[src/rtl/core_pkg.sv]
// Shared core types: opcode encoding, immediate formats and decode-stage FSM states.
package core_pkg;

  localparam int INSTR_W = 32;

  // Raw 7-bit major opcode as seen by the control unit.
  typedef logic [6:0] opcode_t;

  localparam opcode_t OP_LOAD   = 7'h03;
  localparam opcode_t OP_OP_IMM = 7'h13;
  localparam opcode_t OP_AUIPC  = 7'h17;
  localparam opcode_t OP_STORE  = 7'h23;
  localparam opcode_t OP_OP     = 7'h33;
  localparam opcode_t OP_LUI    = 7'h37;
  localparam opcode_t OP_BRANCH = 7'h63;
  localparam opcode_t OP_JALR   = 7'h67;
  localparam opcode_t OP_JAL    = 7'h6F;

  // Immediate format selected by the control unit; encodings 5..7 are undefined.
  typedef enum logic [2:0] {
    IMM_I = 3'd0,
    IMM_S = 3'd1,
    IMM_B = 3'd2,
    IMM_U = 3'd3,
    IMM_J = 3'd4
  } imm_src_t;

  // Occupancy of the decode pipeline register plus its skid entry.
  typedef enum logic [1:0] {
    DS_EMPTY = 2'd0,
    DS_FULL  = 2'd1,
    DS_SKID  = 2'd2
  } ds_state_t;

endpackage

[src/rtl/decode_stage_if.sv]
// Fetch-to-decode valid/ready channel carrying PC, PC+4 and the instruction word.
interface decode_stage_if #(
  parameter int XLEN = 32
);
  import core_pkg::*;

  logic               valid;
  logic               ready;
  logic [XLEN-1:0]    pc;
  logic [XLEN-1:0]    pc_plus_4;
  logic [INSTR_W-1:0] instruction;

  // Fetch drives the payload, decode answers with ready.
  modport master (output valid, pc, pc_plus_4, instruction, input ready);
  modport slave  (input valid, pc, pc_plus_4, instruction, output ready);

endinterface

[src/rtl/decode_regfile.sv]
// Architectural register file: two combinational read ports, one write port,
// x0 hardwired to zero, optional same-cycle write-to-read forwarding.
module decode_regfile #(
  parameter int  XLEN     = 32,
  parameter int  NUM_REGS = 32,
  parameter bit  BYPASS   = 1'b1,
  localparam int REG_AW   = $clog2(NUM_REGS)
) (
  input  logic              clk,
  input  logic              reset,
  input  logic [REG_AW-1:0] rs1,
  input  logic [REG_AW-1:0] rs2,
  output logic [XLEN-1:0]   rs1_value,
  output logic [XLEN-1:0]   rs2_value,
  input  logic [REG_AW-1:0] w_rd,
  input  logic [XLEN-1:0]   w_result,
  input  logic              w_reg_write
);

  logic [XLEN-1:0] regs [NUM_REGS];

  // Register write; the whole array clears on reset.
  // NOTE: every entry is in the reset branch so a mid-run reset really empties
  // the file; a memory left out of reset would hold stale data across it.
  // NOTE: state is updated with <= so all flops sample pre-edge values together.
  always_ff @(posedge clk or posedge reset) begin
    if (reset) begin
      for (int i = 0; i < NUM_REGS; i++) regs[i] <= '0;
    end else if (w_reg_write && (w_rd != '0)) begin
      regs[w_rd] <= w_result;
    end
  end

  // Combinational read with x0 forced to zero and optional forwarding.
  // NOTE: outputs get a default first so no path leaves them unassigned (latch).
  always_comb begin
    rs1_value = '0;
    rs2_value = '0;
    if (rs1 != '0) begin
      if (BYPASS && w_reg_write && (w_rd == rs1)) rs1_value = w_result;
      else                                        rs1_value = regs[rs1];
    end
    if (rs2 != '0) begin
      if (BYPASS && w_reg_write && (w_rd == rs2)) rs2_value = w_result;
      else                                        rs2_value = regs[rs2];
    end
  end

endmodule

[src/rtl/decode_stage.sv]
// RISC-V decode stage: registered fetch handshake with a one-entry skid buffer,
// field split for the control unit, register file read and immediate generation.
module decode_stage
  import core_pkg::*;
#(
  parameter int  XLEN     = 32,
  parameter int  NUM_REGS = 32,
  parameter bit  BYPASS   = 1'b1,
  localparam int REG_AW   = $clog2(NUM_REGS)
) (
  input  logic              clk,
  input  logic              reset,
  decode_stage_if.slave     f_bus,
  input  logic              d_flush,
  input  logic              e_ready,
  output logic              d_valid,
  output opcode_t           op,
  output logic [2:0]        funct3,
  output logic [6:0]        funct7,
  input  imm_src_t          d_imm_src,
  output logic [XLEN-1:0]   d_pc,
  output logic [XLEN-1:0]   d_pc_plus_4,
  output logic [REG_AW-1:0] d_rs1,
  output logic [REG_AW-1:0] d_rs2,
  output logic [REG_AW-1:0] d_rd,
  output logic [XLEN-1:0]   d_rs1_value,
  output logic [XLEN-1:0]   d_rs2_value,
  output logic [XLEN-1:0]   d_imm_ext,
  input  logic [REG_AW-1:0] w_rd,
  input  logic [XLEN-1:0]   w_result,
  input  logic              w_reg_write
);

  typedef struct packed {
    logic [XLEN-1:0]    pc;
    logic [XLEN-1:0]    pc_plus_4;
    logic [INSTR_W-1:0] instruction;
  } payload_t;

  ds_state_t state_q, state_d;
  payload_t  main_q, skid_q, f_payload;
  logic      load_main, load_skid, main_from_skid;

  assign f_payload   = '{pc: f_bus.pc, pc_plus_4: f_bus.pc_plus_4, instruction: f_bus.instruction};

  // Handshake outputs depend on registered state only, so back-pressure is never combinational.
  assign f_bus.ready = (state_q != DS_SKID);
  assign d_valid     = (state_q != DS_EMPTY);

  // Next-state and payload-load decisions; flush wins over every transfer.
  always_comb begin
    state_d        = state_q;
    load_main      = 1'b0;
    load_skid      = 1'b0;
    main_from_skid = 1'b0;
    case (state_q)
      DS_EMPTY: begin
        if (f_bus.valid) begin
          load_main = 1'b1;
          state_d   = DS_FULL;
        end
      end
      DS_FULL: begin
        if (f_bus.valid && e_ready) begin
          load_main = 1'b1;
        end else if (f_bus.valid) begin
          load_skid = 1'b1;
          state_d   = DS_SKID;
        end else if (e_ready) begin
          state_d   = DS_EMPTY;
        end
      end
      DS_SKID: begin
        if (e_ready) begin
          load_main      = 1'b1;
          main_from_skid = 1'b1;
          state_d        = DS_FULL;
        end
      end
      default: state_d = DS_EMPTY;
    endcase
    if (d_flush) begin
      state_d   = DS_EMPTY;
      load_main = 1'b0;
      load_skid = 1'b0;
    end
  end

  // State register.
  always_ff @(posedge clk or posedge reset) begin
    if (reset) state_q <= DS_EMPTY;
    else       state_q <= state_d;
  end

  // MAIN and SKID payload registers; flush only retires state, payload is left as is.
  always_ff @(posedge clk or posedge reset) begin
    if (reset) begin
      main_q <= '0;
      skid_q <= '0;
    end else begin
      if (load_main) main_q <= main_from_skid ? skid_q : f_payload;
      if (load_skid) skid_q <= f_payload;
    end
  end

  logic [4:0] rs1_raw, rs2_raw, rd_raw;

  assign {funct7, rs2_raw, rs1_raw, funct3, rd_raw, op} = main_q.instruction;
  assign d_rs1       = rs1_raw[REG_AW-1:0];
  assign d_rs2       = rs2_raw[REG_AW-1:0];
  assign d_rd        = rd_raw[REG_AW-1:0];
  assign d_pc        = main_q.pc;
  assign d_pc_plus_4 = main_q.pc_plus_4;

  // Immediate built as a signed 32-bit value, then sign-extended to XLEN.
  logic [INSTR_W-1:0] instr;
  logic [31:0]        imm32;

  assign instr = main_q.instruction;

  always_comb begin
    imm32 = '0;
    case (d_imm_src)
      IMM_I:   imm32 = {{20{instr[31]}}, instr[31:20]};
      IMM_S:   imm32 = {{20{instr[31]}}, instr[31:25], instr[11:7]};
      IMM_B:   imm32 = {{20{instr[31]}}, instr[7], instr[30:25], instr[11:8], 1'b0};
      IMM_U:   imm32 = {instr[31:12], 12'b0};
      IMM_J:   imm32 = {{12{instr[31]}}, instr[19:12], instr[20], instr[30:21], 1'b0};
      default: imm32 = '0;
    endcase
  end

  assign d_imm_ext = XLEN'($signed(imm32));

  decode_regfile #(
    .XLEN     (XLEN),
    .NUM_REGS (NUM_REGS),
    .BYPASS   (BYPASS)
  ) u_regfile (
    .clk         (clk),
    .reset       (reset),
    .rs1         (d_rs1),
    .rs2         (d_rs2),
    .rs1_value   (d_rs1_value),
    .rs2_value   (d_rs2_value),
    .w_rd        (w_rd),
    .w_result    (w_result),
    .w_reg_write (w_reg_write)
  );

endmodule
[src/flat_wrapper.sv]
// flat-port wrapper written by rule: the top's interface ports become plain ports
module decode_stage_flat import core_pkg::*;
#(
  parameter int  XLEN     = 32,
  parameter int  NUM_REGS = 32,
  parameter bit  BYPASS   = 1'b1,
  localparam int REG_AW   = $clog2(NUM_REGS)
)
  (clk, reset, d_flush, e_ready, d_valid, op, funct3, funct7, d_imm_src, d_pc, d_pc_plus_4, d_rs1, d_rs2, d_rd, d_rs1_value, d_rs2_value, d_imm_ext, w_rd, w_result, w_reg_write, f_bus_valid, f_bus_pc, f_bus_pc_plus_4, f_bus_instruction, f_bus_ready);
  decode_stage_if #(.XLEN(XLEN)) f_bus_i ();
  input  logic clk;
  input  logic reset;
  input  logic d_flush;
  input  logic e_ready;
  output logic d_valid;
  output opcode_t op;
  output logic [2:0] funct3;
  output logic [6:0] funct7;
  input  imm_src_t d_imm_src;
  output logic [XLEN-1:0] d_pc;
  output logic [XLEN-1:0] d_pc_plus_4;
  output logic [REG_AW-1:0] d_rs1;
  output logic [REG_AW-1:0] d_rs2;
  output logic [REG_AW-1:0] d_rd;
  output logic [XLEN-1:0] d_rs1_value;
  output logic [XLEN-1:0] d_rs2_value;
  output logic [XLEN-1:0] d_imm_ext;
  input  logic [REG_AW-1:0] w_rd;
  input  logic [XLEN-1:0] w_result;
  input  logic w_reg_write;
  input wire logic [$bits(f_bus_i.valid)-1:0] f_bus_valid;
  input wire logic [$bits(f_bus_i.pc)-1:0] f_bus_pc;
  input wire logic [$bits(f_bus_i.pc_plus_4)-1:0] f_bus_pc_plus_4;
  input wire logic [$bits(f_bus_i.instruction)-1:0] f_bus_instruction;
  output wire logic [$bits(f_bus_i.ready)-1:0] f_bus_ready;
  assign f_bus_i.valid = f_bus_valid;
  assign f_bus_i.pc = f_bus_pc;
  assign f_bus_i.pc_plus_4 = f_bus_pc_plus_4;
  assign f_bus_i.instruction = f_bus_instruction;
  assign f_bus_ready = f_bus_i.ready;
  decode_stage #(.XLEN(XLEN), .NUM_REGS(NUM_REGS), .BYPASS(BYPASS)) u_core (.clk(clk), .reset(reset), .f_bus(f_bus_i), .d_flush(d_flush), .e_ready(e_ready), .d_valid(d_valid), .op(op), .funct3(funct3), .funct7(funct7), .d_imm_src(d_imm_src), .d_pc(d_pc), .d_pc_plus_4(d_pc_plus_4), .d_rs1(d_rs1), .d_rs2(d_rs2), .d_rd(d_rd), .d_rs1_value(d_rs1_value), .d_rs2_value(d_rs2_value), .d_imm_ext(d_imm_ext), .w_rd(w_rd), .w_result(w_result), .w_reg_write(w_reg_write));
endmodule
[config.mk]
export PLATFORM = sky130hd
export DESIGN_NAME = decode_stage_flat
export DESIGN_NICKNAME = d
export VERILOG_FILES = /design/src/rtl/core_pkg.sv /design/src/rtl/decode_stage_if.sv /design/src/rtl/decode_regfile.sv /design/src/rtl/decode_stage.sv /design/src/flat_wrapper.sv
export SDC_FILE = /design/constraint.sdc
export NUM_CORES = 2
export LEC_CHECK = 0
export CAP_MARGIN = 10
export CORE_MARGIN = 1.5
export CORE_UTILIZATION = 60
export CTS_BUF_LIST = sky130_fd_sc_hd__clkbuf_8
export DETAILED_ROUTE_END_ITERATION = 16
export GPL_TIMING_DRIVEN = 0
export HOLD_SLACK_MARGIN = 0.15
export PLACE_DENSITY_LB_ADDON = 0.15
export SLEW_MARGIN = 20
export SYNTH_ARGS = -nofsm -noshare
export SYNTH_HDL_FRONTEND = slang
export SYNTH_HIERARCHICAL = 1
export SYNTH_SLANG_ARGS = --single-unit
[constraint.sdc]
create_clock -name clk -period 56.3 [get_ports clk]
set_input_delay 16.89 -clock clk [delete_from_list [all_inputs] [get_ports clk]]
set_output_delay 16.89 -clock clk [all_outputs]
set_load 0.02 [all_outputs]
# Word level (Yosys, flattened, before mapping)
# Index checks and enable logic that the tools add are counted.
# op_classes
bitwise	3
magnitude_cmp	4
n_eq_ne	13
n_mux	31
reduce_logical	12
# op_table
op	count
bitwise mux 1024 bit	1
binary-select mux 32 bit (select 5 bit)	2
two-way mux 32 bit	9
demux 32 bit (select 5 bit)	1
case mux 32 bit (5 select lines)	1
two-way mux 96 bit	1
>= comparator 6 bit (second input constant)	3
inverter 5 -> 6 bit	3
nonzero test 5 bit	3
two-way mux 2 bit	6
equality test 5 bit	2
!= test 3 bit (second input constant)	3
two-way mux 1 bit	8
equality test 3 x 2 -> 1 bit (second input constant)	2
less-than comparator 6 x 1 -> 1 bit (second input constant)	1
case mux 2 bit (3 select lines)	1
logical AND 1 bit	5
!= test 4 bit (second input constant)	1
AND reduction 4 bit	1
equality test 3 x 1 -> 1 bit (second input constant)	1
equality test 3 bit (second input constant)	1
logical NOT 3 bit	1
case mux 1 bit (3 select lines)	1
equality test 2 x 1 -> 1 bit (second input constant)	1
other kinds (4)	4
# word_totals
reg_bits	1218
elab_cells	102

# Logic depth before layout (Yosys ltp)
# depth
ltp_word	6
depth_mapped	10
depth_no_buf	5

# Modules after synthesis
# Netlist, hierarchy kept.
# by_module_without_submodules
mod	cells_each	seq_area_each_um2	area_each_um2	n_inst
decode_regfile	3729	25624.6	54613.6	1
decode_stage	579	4854.7	8924.8	1

# Worst setup path after synthesis
# No wires, ideal clock.
# synth_path
path_kind	input -> output
start	input w_rd[0]
end	output d_rs2_value[31]
slack_ns	20.938
path_buffers	3
cell_stages	8
arrival_ns	18.472
path_cell_list	clkbuf_1 xnor2_1 nand2_1 or2_2 clkbuf_1 clkbuf_1 o21ai_0 a31oi_1
# synth_between
elab_chain_cells	4
# synth_rtl
element	line	text
from (decl)	flat_wrapper.sv:28	input logic [REG_AW-1:0] w_rd;
equality test 5 bit	decode_regfile.sv:44	if (BYPASS && w_reg_write && (w_rd == rs2)) rs2_value = w_result;
logical AND 1 bit	decode_regfile.sv:44	
two-way mux 32 bit	decode_regfile.sv:44	
two-way mux 32 bit	decode_regfile.sv:43	if (rs2 != '0) begin
to (decl)	flat_wrapper.sv:26	output logic [XLEN-1:0] d_rs2_value;
# Every way passes these cells.

# Worst setup path in the final report
# Ends and elaborated chain as after synthesis.

==> flow_metrics.tcl <==
set metrics [dict create \
    drive_gt1_share_pct 44.1 \
    yosysMostFrequentCell "dfrtp_1" \
    globalRouteOverflowTotal 0 \
    cts_num_sinks 1218 \
    core_area_um2 105000 \
    clkSlewWorstSetupHoldPaths_ns 0.06 \
    fillers 7498 \
    grt_pass1_wl_um 363000 \
    post_cts_resized 0 \
    arrival_ns 21.53 \
    ys_types 54 \
    layout_setup_ws_ns 17.88 \
    antenna_found_initial 30 \
    routed_via_density 7.44 \
    gp_congestion 1.05 \
    synth.largest_area_cell "dfrtp_1" \
    fin_skew_ns 0.0123 \
    cts-hold-fix-buffers 0 \
    synth-main-ff-cell "dfrtp_1" \
    post-route-min-period_ns 38.42 \
    dr_total_vias 47900 \
    final_util_pct 69.9 \
    cts_tree "built" \
    nets 5007 \
    numCtsBuffers 204 \
    rsz0062_at_grt "no" \
    htree_levels 4 \
    syn_nets 4450 \
    fmax_ghz 0.0260 \
    async_flop_share_pct 100 \
    slew_violations 0 \
    total_power_w 0.00308 \
    groute.usage.overall_pct 49.0 \
    synth_seq_cells 1218 \
    peakVddDrop_mv 0.0257 \
    worstPathCellList "clkbuf_1 -> xnor2_1 -> nand2_1 -> or2_2 -> clkbuf_1 -> clkbuf_1 -> o21ai_0 -> a31oi_1 -> clkdlybuf4s50_1" \
    path_buf_inv 4 \
    rows 119 \
    regArea_um2 30500 \
    hold_class "flop to flop" \
    critPathRequiredTime_ns 39.41 \
    dp_hpwl_um 179000 \
    multi_input_area_um2 31000 \
    dp_slack_ns 18.33 \
    synth-edff-count 0 \
    first_pass_iters 8 \
    netlist_top_cells_count "dfrtp_1 (1,218), mux2_2 (1,187), mux4_2 (411)" \
    drtIter0Drc 7811 \
    fp.dieH_um 328 \
    crit_family "buffers and inverters" \
    synth-seq-area-share_pct 48.0 \
    holdWs_ns 0.482 \
    slowest_delay_ns 0.91 \
    synthTopCellsByArea "dfrtp_1 (48%), mux2_2 (21%), mux4_2 (15%), mux2i_1 (4.3%), clkbuf_1 (1.5%)" \
    postCtsSetupRepairBufs 0 \
    p_per_area_nw_per_um2 41.9 \
    worstPathMaxFanout 10 \
    path_class "input pin to output port" \
    p_leak_nw 32.3 \
    syn_to_final_growth_pct 15.6 \
    initial_core_util_pct 60.4 \
    wl_per_cell_um 40.8 \
    clock_latency_ns 0.89 \
    finalHoldViolCount 0 \
    detail-route-antenna-nets 0 \
    startpoint_type "input pin" \
    wirelength_um 262000 \
    stdcell_area_um2 73400 \
    cts_root_buffer "clkbuf_8" \
    cp_common_cell "clkbuf_1" \
    status "finished, final reports clean" \
    cap_violations 0 \
    tightestPinTransition_ns 1.40 \
    final-setup-viol-count 0 \
    ios 336 \
    grt_max_degree 104 \
    syn_area_um2 63500 \
    numPortBuffers 328 \
    syn_inst 4308 \
    placedInstanceArea_um2 69200 \
    synth_top_area_share_pct 48.0 \
    die-area_um2 108000 \
    slew_headroom_pct 6.65 \
    grt_pass1_vias 47300 \
    slowest_stage "clkbuf_1" \
    avgSynthCellArea_um2 14.7 \
    end_kind "output port" \
    yosysWarnings 6 \
    drc 0 \
    die_w_um 328 \
    cts_buffer_depth 3 \
    fin_crit_sh_pct 68.2 \
]
==> cell families after synthesis <==
| kind of cell | share of synthesized area, % |
|---|---|
| muxes | 41.8 |
| DFF | 48.0 |
| buffers and inverters | 3.37 |
| AOI/OAI and AO/OA | 5.20 |
| and+or+nand+nor | 1.52 |
| xor gates and xnor gates | 0.152 |
==> state kept, by name (all words and copies together), names as in the netlist <==
| name | cells |
|---|---|
| u_core/u_regfile/regs | 1024 |
| u_core/skid_q | 96 |
| u_core/d_pc | 32 |
| u_core/d_pc_plus_4 | 32 |
| u_core/instr | 32 |
| u_core/state_q | 2 |
==> layer usage <==
metal	up-vias	routed length [µm]	global-route usage, %
met5	-	333	0.887
met2	4234	107000	66.4
met3	1194	43300	26.2
met4	26	22900	34.4
li1	17700	-	-
met1	24700	88700	59.5
==> stage by stage <==
stage	std cells	TNS, ns
final	6431	0
after global routing	6418	0
after CTS	6413	0
after detailed placement	6050	0
after global placement	6027	-1575.14
after floorplan	4308	0
==> final cells by class <==
class / count / share of cell area [%]
Clock inverter: 108 / 0.862
Timing Repair Buffer: 351 / 5.21
Antenna cell: 18 / 0.0613
Inverter: 8 / 0.0613
Multi-Input combinational cell: 2616 / 42.2
Buffer: 466 / 2.99
Tap cell: 1391 / 2.37
Sequential cell: 1218 / 41.5
Clock buffer: 255 / 4.78
==> cells in the final DEF, fill, tap and decap left out, drive strengths merged, types with 34 or more instances in the layout <==
cell type	n
mux2	1282
dfrtp	1218
clkbuf	507
mux4	411
clkdlybuf4s50	328
mux2i	271
buf	237
a22oi	101
inv	78
nand2	67
a21oi	59
o21ai	49
o221ai	35
nor2	35
o22ai	34
==> report_power, final <==
part           internal [W]  switching [W]
clock              0.000429       0.000378
sequential          0.00105       0.000130
combinational      0.000480       0.000610
==> path summary, 6_finish.rpt <==
kind	start	slack [ns]	cells past startpoint	end
min in group asynchronous	reset	16.65	2	u_core/u_regfile/regs[380]
min reg2reg	u_core/u_regfile/regs[1006]	0.48	1	u_core/u_regfile/regs[1006]
max reg2reg	u_core/state_q[0]	54.09	6	u_core/d_pc_plus_4[6]
max	w_rd[0]	17.88	9	d_rs2_value[31]
min	u_core/u_regfile/regs[1006]	0.48	1	u_core/u_regfile/regs[1006]
max in group asynchronous	reset	37.42	6	u_core/u_regfile/regs[484]
Power figures use the tool's default switching activity.
